===== src/rtl/decode_queue_if.sv =====
// rtl/decode_queue_if.sv - fetch/execute handshake and decoded-head bundle for decode_queue
interface decode_queue_if #(
  parameter int CNT_W = 3
);
  logic             i_valid;
  logic             o_ready;
  logic [31:0]      i_inst;
  logic [31:0]      i_pc;
  logic             o_valid;
  logic             i_ready;
  logic             i_conflict;
  logic             i_flush;
  logic [6:0]       o_op;
  logic [2:0]       o_func;
  logic [4:0]       o_reg_rd;
  logic [4:0]       o_reg_rs1;
  logic [4:0]       o_reg_rs2;
  logic             o_reg_wen;
  logic [31:0]      o_imm;
  logic [31:0]      o_pc;
  logic [1:0]       o_csr_t;
  logic [CNT_W-1:0] o_count;

  modport master (
    output i_valid, i_inst, i_pc, i_ready, i_conflict, i_flush,
    input  o_ready, o_valid, o_op, o_func, o_reg_rd, o_reg_rs1, o_reg_rs2,
           o_reg_wen, o_imm, o_pc, o_csr_t, o_count
  );

  modport slave (
    input  i_valid, i_inst, i_pc, i_ready, i_conflict, i_flush,
    output o_ready, o_valid, o_op, o_func, o_reg_rd, o_reg_rs1, o_reg_rs2,
           o_reg_wen, o_imm, o_pc, o_csr_t, o_count
  );
endinterface


===== src/rtl/decode_queue.sv =====
// rtl/decode_queue.sv - circular instruction queue with combinational decode of the head entry
module decode_queue #(
  parameter int DEPTH = 4,
  parameter int CNT_W = 3
) (
  input  logic          i_clock,
  input  logic          i_reset,
  decode_queue_if.slave bus
);
  localparam int PTR_W = $clog2(DEPTH);

  logic [31:0]      inst_mem [DEPTH];
  logic [31:0]      pc_mem   [DEPTH];
  logic [PTR_W-1:0] rd_ptr;
  logic [PTR_W-1:0] wr_ptr;
  logic [CNT_W-1:0] count;
  logic             push;
  logic             pop;
  logic [31:0]      head;
  logic [6:0]       op;
  logic [2:0]       func;
  logic [31:0]      imm;

  // Handshake flags come from registered count only, so no input reaches them.
  assign bus.o_ready = (count != CNT_W'(DEPTH));
  assign bus.o_valid = (count != '0);
  assign push = bus.i_valid && bus.o_ready && !bus.i_flush;
  assign pop  = bus.o_valid && bus.i_ready && !bus.i_conflict && !bus.i_flush;

  always_ff @(posedge i_clock) begin
    if (i_reset || bus.i_flush) begin
      count  <= '0;
      rd_ptr <= '0;
      wr_ptr <= '0;
    end else begin
      if (push) wr_ptr <= wr_ptr + PTR_W'(1);
      if (pop)  rd_ptr <= rd_ptr + PTR_W'(1);
      if (push && !pop)      count <= count + CNT_W'(1);
      else if (pop && !push) count <= count - CNT_W'(1);
    end
  end

  // Storage is deliberately left unreset; pointers alone define validity.
  always_ff @(posedge i_clock) begin
    if (push) begin
      inst_mem[wr_ptr] <= bus.i_inst;
      pc_mem[wr_ptr]   <= bus.i_pc;
    end
  end

  assign head = inst_mem[rd_ptr];
  assign op   = head[6:0];
  assign func = head[14:12];

  always_comb begin
    imm = {25'b0, head[31:25]};
    case (op)
      7'b0010011, 7'b1100111, 7'b0000011, 7'b1110011:
        imm = {{20{head[31]}}, head[31:20]};
      7'b0100011:
        imm = {{20{head[31]}}, head[31:25], head[11:7]};
      7'b1100011:
        imm = {{19{head[31]}}, head[31], head[7], head[30:25], head[11:8], 1'b0};
      7'b0110111, 7'b0010111:
        imm = {head[31:12], 12'b0};
      7'b1101111:
        imm = {{11{head[31]}}, head[31], head[19:12], head[20], head[30:21], 1'b0};
      default:
        imm = {25'b0, head[31:25]};
    endcase
  end

  assign bus.o_op      = op;
  assign bus.o_func    = func;
  assign bus.o_reg_rd  = head[11:7];
  assign bus.o_reg_rs1 = head[19:15];
  assign bus.o_reg_rs2 = head[24:20];
  assign bus.o_reg_wen = !((op == 7'b0100011) || (op == 7'b1100011));
  assign bus.o_imm     = imm;
  assign bus.o_pc      = pc_mem[rd_ptr];
  assign bus.o_csr_t   = (func != 3'b000) ? 2'b01 : (head[29] ? 2'b00 : 2'b11);
  assign bus.o_count   = count;
endmodule


===== src/flat_wrapper.sv =====
// flat-port wrapper written by rule: the top's interface ports become plain ports
module decode_queue_flat 
#(
  parameter int DEPTH = 4,
  parameter int CNT_W = 3
)
  (i_clock, i_reset, bus_i_valid, bus_i_inst, bus_i_pc, bus_i_ready, bus_i_conflict, bus_i_flush, bus_o_ready, bus_o_valid, bus_o_op, bus_o_func, bus_o_reg_rd, bus_o_reg_rs1, bus_o_reg_rs2, bus_o_reg_wen, bus_o_imm, bus_o_pc, bus_o_csr_t, bus_o_count);
  decode_queue_if #(.CNT_W(CNT_W)) bus_i ();
  input  logic i_clock;
  input  logic i_reset;
  input wire logic [$bits(bus_i.i_valid)-1:0] bus_i_valid;
  input wire logic [$bits(bus_i.i_inst)-1:0] bus_i_inst;
  input wire logic [$bits(bus_i.i_pc)-1:0] bus_i_pc;
  input wire logic [$bits(bus_i.i_ready)-1:0] bus_i_ready;
  input wire logic [$bits(bus_i.i_conflict)-1:0] bus_i_conflict;
  input wire logic [$bits(bus_i.i_flush)-1:0] bus_i_flush;
  output wire logic [$bits(bus_i.o_ready)-1:0] bus_o_ready;
  output wire logic [$bits(bus_i.o_valid)-1:0] bus_o_valid;
  output wire logic [$bits(bus_i.o_op)-1:0] bus_o_op;
  output wire logic [$bits(bus_i.o_func)-1:0] bus_o_func;
  output wire logic [$bits(bus_i.o_reg_rd)-1:0] bus_o_reg_rd;
  output wire logic [$bits(bus_i.o_reg_rs1)-1:0] bus_o_reg_rs1;
  output wire logic [$bits(bus_i.o_reg_rs2)-1:0] bus_o_reg_rs2;
  output wire logic [$bits(bus_i.o_reg_wen)-1:0] bus_o_reg_wen;
  output wire logic [$bits(bus_i.o_imm)-1:0] bus_o_imm;
  output wire logic [$bits(bus_i.o_pc)-1:0] bus_o_pc;
  output wire logic [$bits(bus_i.o_csr_t)-1:0] bus_o_csr_t;
  output wire logic [$bits(bus_i.o_count)-1:0] bus_o_count;
  assign bus_i.i_valid = bus_i_valid;
  assign bus_i.i_inst = bus_i_inst;
  assign bus_i.i_pc = bus_i_pc;
  assign bus_i.i_ready = bus_i_ready;
  assign bus_i.i_conflict = bus_i_conflict;
  assign bus_i.i_flush = bus_i_flush;
  assign bus_o_ready = bus_i.o_ready;
  assign bus_o_valid = bus_i.o_valid;
  assign bus_o_op = bus_i.o_op;
  assign bus_o_func = bus_i.o_func;
  assign bus_o_reg_rd = bus_i.o_reg_rd;
  assign bus_o_reg_rs1 = bus_i.o_reg_rs1;
  assign bus_o_reg_rs2 = bus_i.o_reg_rs2;
  assign bus_o_reg_wen = bus_i.o_reg_wen;
  assign bus_o_imm = bus_i.o_imm;
  assign bus_o_pc = bus_i.o_pc;
  assign bus_o_csr_t = bus_i.o_csr_t;
  assign bus_o_count = bus_i.o_count;
  decode_queue #(.DEPTH(DEPTH), .CNT_W(CNT_W)) u_core (.i_clock(i_clock), .i_reset(i_reset), .bus(bus_i));
endmodule

===== config.mk =====
export PLATFORM = sky130hd
export DESIGN_NAME = decode_queue_flat
export DESIGN_NICKNAME = d
export VERILOG_FILES = /design/src/rtl/decode_queue_if.sv /design/src/rtl/decode_queue.sv /design/src/flat_wrapper.sv
export SDC_FILE = /design/constraint.sdc
export NUM_CORES = 1
export LEC_CHECK = 0
export CORE_UTILIZATION = 50
export CTS_BUF_LIST = sky130_fd_sc_hd__clkbuf_4 sky130_fd_sc_hd__clkbuf_8
export CTS_CLUSTER_SIZE = 14
export DETAILED_ROUTE_END_ITERATION = 12
export PLACE_DENSITY = 0.79
export SKIP_CTS_REPAIR_TIMING = 1
export SLEW_MARGIN = 10
export SYNTH_ARGS = -nofsm -noshare
export SYNTH_HDL_FRONTEND = slang
export SYNTH_SLANG_ARGS = --single-unit

===== constraint.sdc =====
create_clock -name i_clock -period 2.7 [get_ports i_clock]
set_clock_uncertainty 0.2 [all_clocks]
set_input_delay 0.54 -clock i_clock [delete_from_list [all_inputs] [get_ports i_clock]]
set_output_delay 0.54 -clock i_clock [all_outputs]
set_load 0.005 [all_outputs]

==> impl_metrics.csv <==
group,metric,value,unit
status,status,"complete, but fails checks",
status,failed_checks,"setup timing",
global_routing,grt_pass1_wl,34200,µm
global_routing,grt.busiest_layer,"met2",
sta,max_freq,0.262,GHz
min_path,min_from,"u_core.wr_ptr[1]",
final_layout,layout.nets,844,
floorplan,die-area,0.0211,mm²
sta,hold_ws,324,ps
synth,yosysSeqAreaShare,76.6,%
clock_network,cts_made_buffers,41,
floorplan,ioPinCount,167,
synth,synth-seq-cells,265,
sta,setup_ws,-1110,ps
clock_network,clk_path_buf_depth,3,
placement,pre_cts_slack,-745,ps
floorplan,die_width,145,µm
clock_network,clock-root-buffer,"clkbuf_8",
clock_network,clkLatencyLatePin,530,ps
drt,wirelength,24400,µm
worst_setup_path,arrival,3070,ps
sta,tightestPinTransition,376,ps
synth,netlist_instances,477,
worst_setup_path,r2r_setup_slack,300,ps
drt,routed_via_density,5.65,
clock_network,cts_tree,"built",
final_layout,fin_area,0.0141,mm²
sta,setup_viol,86,
power,pwr-share-comb,6.9,%
synth,yosys_warnings,0,
synth,async_flop_share,0,%
power,leakage,5.05,nW
power,power.switching,1.71,mW
global_routing,overflow,0,
synth,ys_top_cells_by_area,"edfxtp_1 (75%), mux4_2 (14%), dfxtp_1 (1.8%)",
clock_network,htree_levels,2,
worst_setup_path,cp_num_buf_inv,6,
worst_setup_path,max_stage_delay,610,ps
drt,drtIter0Drc,322,
worst_setup_path,rr_startpoint,"u_core.bus.o_count[0]",
drt,num_vias,6019,
drt,wire_per_inst,22.9,µm
global_routing,grt_max_degree,27,
sta,finalCriticalPeriod,3810,ps
worst_setup_path,crit_top_cell,"buf_6",
final_layout,drive_gt1_share,38.3,%
power,vdd_drop_max,0.519,mV
placement,placed_area,0.0128,mm²
placement,dpl.hpwl,14800,µm
floorplan,rows,52,
clock_network,cts.clk_slew.worst_paths,60,ps
final_layout,antennaDiodeCount,0,
power,switching_share,20.5,%
synth,synth.distinct_cells,44,
power,power_density,596,mW/mm²
final_layout,n_fill_cell,1297,
global_routing,antenna_found_initial,1,
synth,yosysTopAreaCellShare,74.8,%
clock_network,cts_sinks,265,
sta,report.final.hold_viol_count,0,
worst_setup_path,critPathRequiredTime,1960,ps
sta,slew_headroom,74.8,%
power,clkPwrFrac,38.1,%
drt,drc,0,
sta,fin_crit_sh,141,%
worst_setup_path,cp_slowest_cell,"mux4_2",
synth,synthTopCellsByCount,"edfxtp_1 (256), mux4_2 (64), a21o_1 (21)",
floorplan,start_util,50.9,%
placement,portBuffers,166,
synth,synth_edf_count,256,
worst_setup_path,worst_setup_path_end_kind,"output pin",
synth,yosysMostFrequentCell,"edfxtp_1",
global_routing,grt_pass1_vias,6192,
power,seqPwrFrac,55.0,%
worst_setup_path,path_max_fanout,7,
min_path,hold_path.class,"reg -> reg",
power,internal_power,6.66,mW
job,maxCapViolations,0,
synth,synth.largest_area_cell,"edfxtp_1",
synth,ys.flop_type,"edfxtp_1",
synth,synth_area,0.0103,mm²
worst_setup_path,path_class,"reg -> out",
global_routing,grt_use_met1,27.2,%
worst_setup_path,crit_chain,"mux4_2 -> buf_4 -> nand2b_1 -> nand4b_1 -> a21oi_4 -> buf_6 -> buf_6 -> buf_6 -> buf_6 -> a21o_1 -> buf_2",
drt,ant_nets,0,
worst_setup_path,crit_path_start_kind,"register",
drt,dr.pass1.iters,5,
global_routing,use_met3,5.36,%
final_layout,area_delta_synth_final,36.7,%
global_routing,grt_usage,21.4,%
global_routing,grt.met2_usage,36.3,%
floorplan,die_height,145,µm
placement,gp_congestion,0.952,
worst_setup_path,cp_top_family,"buffers and inverters",
floorplan,core_area,0.0202,mm²
final_layout,seq_area,0.00788,mm²
sta,rsz0062_at_grt,"yes",
final_layout,multi_input_area,0.00242,mm²
synth,synth.avg_cell_area,21.5,µm²
sta,maxSlewViolCount,0,
synth,syn-num-nets,553,
==> power groups by stage <==
stage | combinational [mW] | sequential, mW | clock [mW]
2_1_floorplan | 0.177 | 4.69 | 0
3_3_place_gp | 0.525 | 4.68 | 0
3_5_place_dp | 0.544 | 4.69 | 0
4_1_cts | 0.549 | 4.60 | 3.24
5_1_grt | 0.613 | 4.61 | 3.43
6_report | 0.580 | 4.61 | 3.19
==> worst paths after layout <==
check / cells after the start / to
hold reg to reg: 2 / u_core.wr_ptr[1]
setup reg to reg: 8 / u_core.bus.o_count[2]
setup / recovery: 11 / bus_o_imm[28]
hold / removal: 2 / u_core.wr_ptr[1]
==> metrics by stage <==
step           total power [mW]  util [%]  TNS, ps  std cells
2_1_floorplan              4.87         -     -686        477
3_3_place_gp               5.21      63.4   -25690        951
3_5_place_dp               5.23      63.4   -30720        951
4_1_cts                    8.40      67.3   -80780       1022
5_1_grt                    8.66      69.7   -62470       1066
6_report                   8.37      69.7   -52010       1066
==> cell usage in the layout (no fill, tap or decap), drive strengths merged, types with 2 or more instances in the layout <==
cell	instances
a211oi	2
a21o	21
a21oi	8
a22o	2
a311o	2
and2	7
and3	2
and3b	2
buf	119
clkbuf	84
clkdlybuf4s50	107
clkinv	13
dfxtp	9
dlymetal6s2s	13
edfxtp	256
ha	5
inv	9
mux4	66
nand2	8
nand3	5
nand3b	3
nand4b	3
nor2	16
nor3b	3
o21ai	3
o32a	4
or2	2
or3	3
or4	2
xor2	4
==> worst min-delay path, stage by stage (launching register included) <==
cell     delay, ps
dfxtp_1        350
nand2_1         70
a21oi_1         60
==> registers in the layout, indices dropped and copies added (netlist names), named ones only <==
signal and flops:
u_core.inst_mem 128, u_core.pc_mem 128, u_core.bus.o_count 3, u_core.rd_ptr 2
u_core.wr_ptr 2
==> cell families after synthesis <==
logic type / Yosys count / share of synthesized area (%)
DFF: 265 / 76.6
AOI/OAI and AO/OA: 46 / 3.29
adders and majority gates: 6 / 0.804
muxes: 65 / 14.1
and+or+nand+nor: 60 / 3.40
xor gates and xnor gates: 5 / 0.426
buffers and inverters: 30 / 1.40
==> routing by layer <==
metal	vias to the layer above	share of wire [%]
met5	-	0
met4	0	2.2
met3	51	7.9
met2	304	51
met1	3072	39
li1	2592	-
==> area by class of cell <==
cell class / count / area share [%]
inverters: 9 / 0.240
clock buffers: 56 / 4.91
multi-input cells: 184 / 17.2
well taps: 270 / 2.40
clock inverters: 15 / 0.668
flip-flops and latches: 265 / 56.0
repair buffers: 267 / 18.5
Power figures use the tool's default switching activity.
